`config.mk`:
```
export PLATFORM = sky130hd
export DESIGN_NAME = alu_seq
export DESIGN_NICKNAME = d
export VERILOG_FILES = /design/src/rtl/alu_seq.sv
export SDC_FILE = /design/constraint.sdc
export NUM_CORES = 1
export LEC_CHECK = 0
export CORE_ASPECT_RATIO = 1.5
export CORE_MARGIN = 2
export CORE_UTILIZATION = 35
export DETAILED_ROUTE_END_ITERATION = 7
export SYNTH_ARGS = -nofsm -noshare
export SYNTH_HDL_FRONTEND = slang
export SYNTH_SLANG_ARGS = --single-unit
```
`constraint.sdc`:
```
create_clock -name clk -period 6.6 [get_ports clk]
set_input_delay 1.98 -clock clk [delete_from_list [all_inputs] [get_ports clk]]
set_output_delay 1.98 -clock clk [all_outputs]
set_load 0.01 [all_outputs]
```
`src/rtl/alu_seq.sv`:
```
// alu_seq: clocked EX-stage ALU with a start/busy/done handshake.
// Single-cycle ops: AND, OR, XOR, NOR, ADD, SUB, SLT, SLTU, SLL, SRL, SRA.
// Optional iterative MULU/DIVU, enabled by defining ALU_MULDIV_EN.
module alu_seq #(
   parameter int unsigned WIDTH = 32
) (
   input  logic             clk,
   input  logic             rst_n,
   input  logic             start,
   input  logic [3:0]       sel,
   input  logic [WIDTH-1:0] operand1,
   input  logic [WIDTH-1:0] operand2,
   output logic             busy,
   output logic             done,
   output logic [WIDTH-1:0] resultado,
   output logic [WIDTH-1:0] hi,
   output logic             zf,
   output logic             ovf
);
   localparam int unsigned SHW = $clog2(WIDTH);

   localparam logic [3:0] OP_AND  = 4'b0000;
   localparam logic [3:0] OP_OR   = 4'b0001;
   localparam logic [3:0] OP_ADD  = 4'b0010;
   localparam logic [3:0] OP_XOR  = 4'b0011;
   localparam logic [3:0] OP_NOR  = 4'b0100;
   localparam logic [3:0] OP_SLT  = 4'b0101;
   localparam logic [3:0] OP_SUB  = 4'b0110;
   localparam logic [3:0] OP_SLTU = 4'b0111;
   localparam logic [3:0] OP_SLL  = 4'b1000;
   localparam logic [3:0] OP_SRL  = 4'b1001;
   localparam logic [3:0] OP_SRA  = 4'b1010;
`ifdef ALU_MULDIV_EN
   localparam logic [3:0] OP_MULU = 4'b1100;
   localparam logic [3:0] OP_DIVU = 4'b1101;
   localparam int unsigned CW = SHW + 1;
`endif

   typedef enum logic [1:0] {
      S_IDLE = 2'd0,
      S_DONE = 2'd1
`ifdef ALU_MULDIV_EN
      , S_RUN = 2'd2
`endif
   } state_t;

   state_t           r_state, w_state_nxt;
   logic             r_busy, w_busy_nxt;
   logic             r_done, w_done_nxt;
   logic             r_zf, w_zf_nxt;
   logic             r_ovf, w_ovf_nxt;
   logic [WIDTH-1:0] r_res, w_res_nxt;
   logic [WIDTH-1:0] r_hi, w_hi_nxt;

   logic [SHW-1:0]   w_shamt;
   logic [WIDTH-1:0] w_sum, w_diff, w_sc_res, w_sc_hi;
   logic             w_sc_ovf;

`ifdef ALU_MULDIV_EN
   // r_wa: product high / partial remainder; r_wb: multiplier-product low / dividend-quotient
   logic [WIDTH-1:0] r_wa, w_wa_nxt;
   logic [WIDTH-1:0] r_wb, w_wb_nxt;
   logic [WIDTH-1:0] r_d, w_d_nxt;
   logic             r_div, w_div_nxt;
   logic [CW-1:0]    r_cnt, w_cnt_nxt;
   logic [WIDTH:0]   w_madd, w_dshift, w_dsub;
   logic [WIDTH-1:0] w_step_a, w_step_b;
   logic             w_iter_op;
`endif

   // Single-cycle result for the opcode presented with start
   always_comb begin
      w_shamt  = operand2[SHW-1:0];
      w_sum    = operand1 + operand2;
      w_diff   = operand1 - operand2;
      w_sc_res = '0;
      w_sc_hi  = '0;
      w_sc_ovf = 1'b0;
      case (sel)
         OP_AND:  w_sc_res = operand1 & operand2;
         OP_OR:   w_sc_res = operand1 | operand2;
         OP_XOR:  w_sc_res = operand1 ^ operand2;
         OP_NOR:  w_sc_res = ~(operand1 | operand2);
         OP_ADD: begin
            w_sc_res = w_sum;
            w_sc_ovf = (operand1[WIDTH-1] == operand2[WIDTH-1]) &&
                       (w_sum[WIDTH-1] != operand1[WIDTH-1]);
         end
         OP_SUB: begin
            w_sc_res = w_diff;
            w_sc_ovf = (operand1[WIDTH-1] != operand2[WIDTH-1]) &&
                       (w_diff[WIDTH-1] != operand1[WIDTH-1]);
         end
         OP_SLT:  w_sc_res = {{(WIDTH-1){1'b0}}, ($signed(operand1) < $signed(operand2))};
         OP_SLTU: w_sc_res = {{(WIDTH-1){1'b0}}, (operand1 < operand2)};
         OP_SLL:  w_sc_res = operand1 << w_shamt;
         OP_SRL:  w_sc_res = operand1 >> w_shamt;
         OP_SRA:  w_sc_res = $signed(operand1) >>> w_shamt;
`ifdef ALU_MULDIV_EN
         OP_DIVU: begin
            // only reached as a single-cycle op when dividing by zero
            w_sc_res = '1;
            w_sc_hi  = operand1;
         end
`endif
         default: w_sc_res = '0;
      endcase
   end

`ifdef ALU_MULDIV_EN
   // One shift-add multiply or restoring-divide step on the working registers
   always_comb begin
      w_iter_op = (sel == OP_MULU) || ((sel == OP_DIVU) && (operand2 != '0));
      w_madd    = {1'b0, r_wa} + (r_wb[0] ? {1'b0, r_d} : '0);
      w_dshift  = {r_wa, r_wb[WIDTH-1]};
      w_dsub    = w_dshift - {1'b0, r_d};
      if (r_div) begin
         if (!w_dsub[WIDTH]) begin
            w_step_a = w_dsub[WIDTH-1:0];
            w_step_b = {r_wb[WIDTH-2:0], 1'b1};
         end else begin
            w_step_a = w_dshift[WIDTH-1:0];
            w_step_b = {r_wb[WIDTH-2:0], 1'b0};
         end
      end else begin
         w_step_a = w_madd[WIDTH:1];
         w_step_b = {w_madd[0], r_wb[WIDTH-1:1]};
      end
   end
`endif

   // Next-state and next-output logic
   always_comb begin
      w_state_nxt = r_state;
      w_busy_nxt  = 1'b0;
      w_done_nxt  = 1'b0;
      w_res_nxt   = r_res;
      w_hi_nxt    = r_hi;
      w_zf_nxt    = r_zf;
      w_ovf_nxt   = r_ovf;
`ifdef ALU_MULDIV_EN
      w_wa_nxt    = r_wa;
      w_wb_nxt    = r_wb;
      w_d_nxt     = r_d;
      w_div_nxt   = r_div;
      w_cnt_nxt   = r_cnt;
`endif
      case (r_state)
         S_IDLE, S_DONE: begin
            if (start) begin
`ifdef ALU_MULDIV_EN
               if (w_iter_op) begin
                  w_state_nxt = S_RUN;
                  w_busy_nxt  = 1'b1;
                  w_cnt_nxt   = CW'(WIDTH);
                  w_div_nxt   = (sel == OP_DIVU);
                  w_wa_nxt    = '0;
                  w_wb_nxt    = (sel == OP_DIVU) ? operand1 : operand2;
                  w_d_nxt     = (sel == OP_DIVU) ? operand2 : operand1;
               end else begin
`else
               begin
`endif
                  w_state_nxt = S_DONE;
                  w_done_nxt  = 1'b1;
                  w_res_nxt   = w_sc_res;
                  w_hi_nxt    = w_sc_hi;
                  w_zf_nxt    = (w_sc_res == '0);
                  w_ovf_nxt   = w_sc_ovf;
               end
            end else begin
               w_state_nxt = S_IDLE;
            end
         end
`ifdef ALU_MULDIV_EN
         S_RUN: begin
            w_wa_nxt  = w_step_a;
            w_wb_nxt  = w_step_b;
            w_cnt_nxt = r_cnt - CW'(1);
            if (r_cnt == CW'(1)) begin
               w_state_nxt = S_DONE;
               w_done_nxt  = 1'b1;
               w_res_nxt   = w_step_b;
               w_hi_nxt    = w_step_a;
               w_zf_nxt    = (w_step_b == '0);
               w_ovf_nxt   = 1'b0;
            end else begin
               w_busy_nxt = 1'b1;
            end
         end
`endif
         default: w_state_nxt = S_IDLE;
      endcase
   end

   // State and output registers with synchronous reset
   always_ff @(posedge clk) begin
      if (!rst_n) begin
         r_state <= S_IDLE;
         r_busy  <= 1'b0;
         r_done  <= 1'b0;
         r_zf    <= 1'b0;
         r_ovf   <= 1'b0;
         r_res   <= '0;
         r_hi    <= '0;
`ifdef ALU_MULDIV_EN
         r_wa    <= '0;
         r_wb    <= '0;
         r_d     <= '0;
         r_div   <= 1'b0;
         r_cnt   <= '0;
`endif
      end else begin
         r_state <= w_state_nxt;
         r_busy  <= w_busy_nxt;
         r_done  <= w_done_nxt;
         r_zf    <= w_zf_nxt;
         r_ovf   <= w_ovf_nxt;
         r_res   <= w_res_nxt;
         r_hi    <= w_hi_nxt;
`ifdef ALU_MULDIV_EN
         r_wa    <= w_wa_nxt;
         r_wb    <= w_wb_nxt;
         r_d     <= w_d_nxt;
         r_div   <= w_div_nxt;
         r_cnt   <= w_cnt_nxt;
`endif
      end
   end

   assign busy      = r_busy;
   assign done      = r_done;
   assign resultado = r_res;
   assign hi        = r_hi;
   assign zf        = r_zf;
   assign ovf       = r_ovf;

endmodule

```
# Word level (Yosys, flattened, before mapping)
# Cells that the tools add are included.
dict set report totals {
  regBits 37
  in_bits 71
}
dict set report classes {
  add_sub_neg 2
  n_lt_le_gt_ge 2
  eq_ne 15
  shifts 3
  mux 4
  bitwise 4
  n_reduce_logical 8
}
# op count
set op_table {}
lappend op_table {{32-bit case mux with 11 select lines} 1}
lappend op_table {{32-bit < comparator} 2}
lappend op_table {{32-bit adder} 1}
lappend op_table {{32-bit AND} 1}
lappend op_table {{32-bit zero test} 1}
lappend op_table {{32-bit NOT} 1}
lappend op_table {{32-bit bitwise OR} 1}
lappend op_table {{32-bit by 5-bit left shift with 32-bit output} 1}
lappend op_table {{32-bit by 5-bit >> shifter with 32-bit output} 1}
lappend op_table {{32-bit by 5-bit >>> shifter with 32-bit output} 1}
lappend op_table {{32-bit subtractor} 1}
lappend op_table {{32-bit bitwise XOR} 1}
lappend op_table {{4-bit by 3-bit equality test with 1-bit output (second input constant)} 4}
lappend op_table {{4-bit equality test (second input constant)} 3}
lappend op_table {{4-bit by 2-bit equality test with 1-bit output (second input constant)} 2}
lappend op_table {{4-bit by 1-bit equality test with 1-bit output (second input constant)} 1}
lappend op_table {{4-bit zero test} 1}
lappend op_table {{2-bit AND reduction} 2}
lappend op_table {{1-bit inequality test} 3}
lappend op_table {{2-bit by 1-bit equality test with 1-bit output (second input constant)} 1}
lappend op_table {{1-bit logical AND} 2}
lappend op_table {{2-bit zero test} 1}
lappend op_table {{1-bit two-way mux} 2}
lappend op_table {{1-bit case mux with 2 select lines} 1}
lappend op_table {{2 further kinds} 2}

# Longest topological paths before layout
dict set report logic_depth {
  ltp_word 4
  mapped_depth 18
  depth_no_buf 14
}

# Least setup slack after synthesis
# Ideal clock, no wire load.
dict set report synth_timing {
  kind {input to register}
  startpoint {input port operand2[2]}
  endpoint {register r_zf (netlist: zf)}
  setup_ns 0.059
  t_arrival_ns 6.147
  required_time_ns 6.541
  slack_ns 0.395
  stages 18
  path_buffers 5
  path_cell_list {buf_2 > inv_1 > buf_2 > clkbuf_1 > buf_1 > ha_1 > clkbuf_1 > nand2b_1 > a2111o_1 > a21o_1 > a2111oi_0 > o31a_1 > mux2i_1 > nand3_1 > a2111o_1 > nor4_1 > and4_1 > a31o_1}
}
dict set report synth_between {
  elab_chain_cells 4
  elab_cells_between_ends 13
  classes_between {2 x add/sub; 2 x order compare; 3 x shift; 1 x mux; 4 x bitwise; 1 x reduce/logical}
}
# element line_no
set synth_lines {}
lappend synth_lines {{from (decl)} 12} ;# input logic [WIDTH-1:0] operand2,
lappend synth_lines {{parallel branches: the longest is 2 deep, another holds 32-bit subtractor} --}
lappend synth_lines {{32-bit case mux with 11 select lines *} 79} ;# case (sel)
lappend synth_lines {{32-bit zero test *} 168} ;# w_zf_nxt = (w_sc_res == '0);
lappend synth_lines {{to (signal assigned)} 217} ;# r_zf <= w_zf_nxt;
lappend synth_lines {{to (decl)} 50} ;# logic r_zf, w_zf_nxt;
# Mark *: on every way between the ends.
# A chain may end at the register's enable or synchronous reset.

# Final worst setup path
dict set report layout_timing {
  startpoint {input port operand1[0]}
  endpoint {register r_zf (netlist: zf)}
}
dict set report layout_between {
  elab_chain_cells 4
  elab_cells_between_ends 13
  classes_between {2 x add/sub; 2 x order compare; 3 x shift; 1 x mux; 4 x bitwise; 1 x reduce/logical}
}
# element line_no
set layout_lines {}
lappend layout_lines {{from (decl)} 11} ;# input logic [WIDTH-1:0] operand1,
lappend layout_lines {{parallel branches: the longest is 2 deep, another holds 32-bit subtractor} --}
lappend layout_lines {{32-bit case mux with 11 select lines *} 79}
lappend layout_lines {{32-bit zero test *} 168}
# Marked as above.

==> summary.txt <==
Yosys
  • FF+latch count, synth: 35
  • Cells after Synth: 1660
  • Most instantiated cells after synthesis: nor2_1, nand2_1, a21oi_1
  • Synth area leaders: ha_1, dfxtp_1, nor2_1, mux2i_1, mux4_2
  • Prevailing post-synth register cell: dfxtp_1
  • Post-synth EDFFs: 0
  • Most common cell in the netlist: nor2_1
  • Synth top area share: 0.108
  • Yosys cell types: 95
  • Seq/Total Area, Yosys: 0.0602
  • Post-Syn Area: 11600 um2
  • Post-Syn Area per Cell: 7.01 um2
  • Synth Warn #: 0
  • Leading area contributor after synthesis: ha_1
  • Async S/R FF share, synth: 0

Place
  • DP HPWL: 55600 um
  • Routability cong.: 1.03
  • Dpl ws: -0.0498 ns
  • Port Buf Inserts: 105

Drt
  • Vias: 14500
  • Antenna-violating nets left: 0
  • DRT iter0 DRCs: 1319
  • Drt total wl: 67200 um
  • DRC errors left: 0
  • Avg WL per Cell: 30.4 um
  • DRT Pass-1 Iters: 7
  • Vias per cell: 6.56

Min path
  • Worst Hold Class: reg -> reg

Clocking
  • CTS root buffer: clkbuf_16
  • H-tree levels: 2
  • CTS resizes: 0
  • Clk buf depth: 2
  • Num CTS Buffers: 5
  • Sink Count: 35
  • Hold-fix buffers, CTS: 0
  • Post-CTS setup buffers: 0
  • CTS tree: yes
  • Clk Latency, worst-skew pair: 0.29 ns
  • Clock Pin Slew Worst Setup and Hold Paths: 0.06 ns

Layout
  • Total Nets Final: 1968
  • Syn-to-layout area delta: 18.8%
  • Layout cells sized above 1: 0.150
  • Multi-input gate area: 9880 um2
  • Inserted Diodes: 0
  • Reg area: 701 um2
  • Fillers: 3559

Timing
  • Setup WS post-layout: 0.175 ns
  • Min Tclk post-route: 6.43 ns
  • Final setup viols: 0
  • Setup TNS: 0 ns
  • Clock Skew: 0 ns
  • FMAX: 0.156 GHz
  • RSZ-0062 raised after global routing: false
  • Slew headroom: 0.128
  • Slew @ Worst Pin: 1.30 ns
  • Final Hold Fails: 0
  • Final period utilization: 0.974
  • Final Max Slew Viols: 0

Run status
  • Status: finished, final reports clean

Power
  • Comb power frac: 0.700
  • P_int: 855 uW
  • Pwr/cell area: 124 nW/um2
  • VDD IR-drop max: 0.000102 V
  • Static Leak: 0.00579 uW
  • Power, Total: 1710 uW
  • Net Sw Power: 852 uW
  • Clock power frac: 0.162
  • Flop pwr share: 0.139
  • Switching Share: 0.499

Floorplanning
  • Die extent in x: 153 um
  • Core region area: 32600 um2
  • Die Area: 34700 um2
  • # IOs: 139
  • Initial Utilization: 0.357
  • Die Y-Extent: 227 um
  • # rows: 81

Global route
  • First-pass GRT wire length: 95800 um
  • Initial antenna violation count: 1
  • Pin count of the biggest net entering global routing: 62
  • Remaining global-route overflow: 0
  • Vias in the first global route: 13800
  • GRT Util Overall: 0.372

Setup path
  • Worst Setup End Kind: flop
  • Startpoint types: input pin
  • WP buf/inv: 3
  • Crit path cell chain: clkdlybuf4s50_1 > ha_1 > inv_1 > fa_1 > nand2b_1 > a2111o_1 > a21oi_1 > nor2_1 > a211oi_1 > o221ai_1 > o31ai_1 > o2111ai_1 > nor4_1 > buf_4 > and4_1 > a31o_1
  • Critical path fanouts, max: 5
  • Crit Path Category: in -> reg
  • CP max stage delay: 0.71 ns
  • Critical Path AT: 6.66 ns
  • CP top delay family: compound AO/OA/AOI/OAI gates
  • CP max-delay cell: a211oi_1
  • Worst Path Required: 6.84 ns

Job
  • Max cap viols: 0
## logic make-up (layout without fill, tap and decap cells)
group	Yosys count	count (layout)	share of synthesized area
other	1	33	0.000322
multiplexers	142	142	0.162
AO/OA/AOI/OAI	554	554	0.328
AND/OR/NAND/NOR	560	560	0.228
XOR/XNOR	12	12	0.00903
flip-flops	35	35	0.0602
buffers and inverters	254	358	0.102
adder cells (fa/ha/maj)	102	102	0.111
## sequential cells by signal, summed over array words and instances, names as in the netlist
signal,count
resultado,32
ovf,1
r_state,1
zf,1
## power groups by stage
stage / combinational, uW / sequential, uW / clock [uW]
after CTS: 1160 / 237 / 282
final: 1190 / 237 / 276
after global placement: 1160 / 242 / 0
after global routing: 1250 / 239 / 287
after detailed placement: 1160 / 242 / 0
after floorplan: 664 / 249 / 0
## worst reg2reg max path, cell delays in order, from the launching register on
cell	delay (ns)
dfxtp_1	0.31
o21ai_0	0.33
a21oi_1	0.13
## through the flow
stage	utilization	hold slack, ns	cells	instance area, um2
floorplan	-	0.481	1692	11800
global placement	0.419	0.446	2203	13700
detailed placement	0.419	0.449	2203	13700
CTS	0.424	0.457	2211	13800
global route	0.424	0.488	2211	13800
finish	0.424	0.456	2211	13800
## layout make-up
type | count | area share
clock buffers | 5 | 0.00905
clock inverters | 3 | 0.00317
inverters | 97 | 0.0263
multi-input cells | 1403 | 0.715
flip-flops and latches | 35 | 0.0507
well taps | 415 | 0.0376
repair buffers | 253 | 0.158
## path summary, 6_finish.rpt
check                             start                    endpoint  slack, ns  cells past startpoint
max                         operand1[0]             zf$_SDFFE_PN0P_       0.17                     16
min          resultado[18]$_SDFFE_PN0P_  resultado[18]$_SDFFE_PN0P_       0.46                      2
max reg2reg   resultado[1]$_SDFFE_PN0P_   resultado[1]$_SDFFE_PN0P_       5.68                      2
min reg2reg  resultado[18]$_SDFFE_PN0P_  resultado[18]$_SDFFE_PN0P_       0.46                      2
## cell usage in the layout, fill, tap and decap left out, types with 29 or more instances in the layout
master,netlist,layout
mux2_2,42,42
nand3_1,36,36
dfxtp_1,35,35
a21oi_1,117,117
nor2_1,184,183
o21ai_0,94,94
mux2i_1,67,67
nor3_1,44,44
nand2_1,141,141
conb_1,1,33
a211oi_1,56,56
o211ai_1,29,29
clkdlybuf4s50_1,0,100
inv_1,96,95
ha_1,100,100
buf_4,36,145
## layer usage
| metal | up-vias | track usage | wire length (um) |
|---|---|---|---|
| li1 | 6417 | - | - |
| met1 | 7017 | 0.431 | 25200 |
| met4 | 0 | 0.217 | 4770 |
| met2 | 851 | 0.670 | 33100 |
| met5 | - | 0 | 0 |
| met3 | 213 | 0.0348 | 4150 |
Power figures use the tool's default switching activity.
==> variant (config.mk and constraints unchanged) <==
Change the parameter `WIDTH` from 32 to 16.
--- a/src/rtl/alu_seq.sv
+++ b/src/rtl/alu_seq.sv
@@ -2,7 +2,7 @@
 // Single-cycle ops: AND, OR, XOR, NOR, ADD, SUB, SLT, SLTU, SLL, SRL, SRA.
 // Optional iterative MULU/DIVU, enabled by defining ALU_MULDIV_EN.
 module alu_seq #(
-   parameter int unsigned WIDTH = 32
+   parameter int unsigned WIDTH = 16
 ) (
    input  logic             clk,
    input  logic             rst_n,
Ports: changed (resized hi, operand1, operand2 and resultado); port bits go from 139 to 75. The function was not compared with the original's and may differ.
==> variant against the original RTL <==
  * Wire length down 70%
  * Sequential share of layout area up 1.4 points
  * Worst hold slack better by 24 ps
  * Sequential power down 46%
  * Synthesized area down 56%
  * Final cell count down 57%
  * Sequential cell count down 16
  * Die area down 55%
  * Register-to-register slack better by 200 ps
  * Power down 61%
  * First-iteration DRC count down 60%
  * Cell area down 57%
  * Utilization down 1.5 points
  * Worst setup slack better by 560 ps
  * Critical endpoint unchanged
  * Largest cell class unchanged
  * Highest routed layer unchanged
==> variant: results (changes against the original RTL) <==
[global_routing]
antenna_found_initial = 0  ; -1
grt_pass1_wl_um = 30700  ; -68%
grt_pass1_vias = 5479  ; -60%
grtUsageTotal = 0.252  ; -0.121

[placed_design]
port_buffers = 57  ; -46%
dp_hpwl_um = 15600  ; -72%
post-place-ws_ps = 545  ; +595 ps

[routing]
drtIter0Drc = 522  ; -60%
route.met3.wl_um = 902  ; -78%
drtPass1Iterations = 5  ; -2
drt_wl_total_um = 19900  ; -70%

[finish]
bufAreaShareNonClock = 0.124  ; -0.0340
nMultiInputCombCells = 597  ; -57%
multi_input_area_um2 = 4260  ; -57%
drive_gt1_frac = 0.0842  ; -0.0656
nFlopsAndLatches = 19  ; -46%
inverters = 49  ; -49%

[logic_synthesis]
synth_common_cells = nor2_1, nand2_1, ha_1
yosys.cell_types.count = 75  ; -21%

[power]
comb_power_mw = 0.421  ; -65%
vdd_drop_max_mv = 0.0923  ; -9.2%

[sta]
tightestPinTransition_ps = 1050  ; -253 ps

[setup_path]
reg2reg_to = resultado[15]
cpPeakStageDelay_ps = 570  ; -140 ps

[status]
outcome = finished, final reports clean

[clock_tree]
numCtsBuffers = 3  ; -2

[variant: cell types whose count changed after synthesis, sizes merged, moves of 30 or more]
cell	delta
a211oi	-30
ha	-48
inv	-47
nor3	-34
buf	-52
nand2	-78
mux2i	-40
nor2	-115
o21ai	-52
clkbuf	-33
a21oi	-77
[variant: per-stage QoR]
step           hold slack [ps]  area, um2  cells   util  power [mW]
2_1_floorplan              490       5170    737      -       0.403
3_3_place_gp               474       5800    940  0.403       0.542
3_5_place_dp               476       5800    940  0.403       0.543
4_1_cts                    483       5880    944  0.408       0.668
5_1_grt                    515       5880    944  0.408       0.717
6_report                   480       5880    944  0.408       0.675
[variant: cell families after synthesis]
group           after synthesis  synth area share
fa+ha+maj                    54             0.135
simple gates                239             0.232
flops                        19            0.0744
buf+inv                     121             0.107
other cells                   1          0.000733
mux                          53             0.131
xor+xnor                      2           0.00343
compound gates              232             0.315
[variant: worst min-delay path, stage by stage, from the launching register on]
cell,delay [ps]
dfxtp_1,300
nor2_1,80
a211oi_1,50
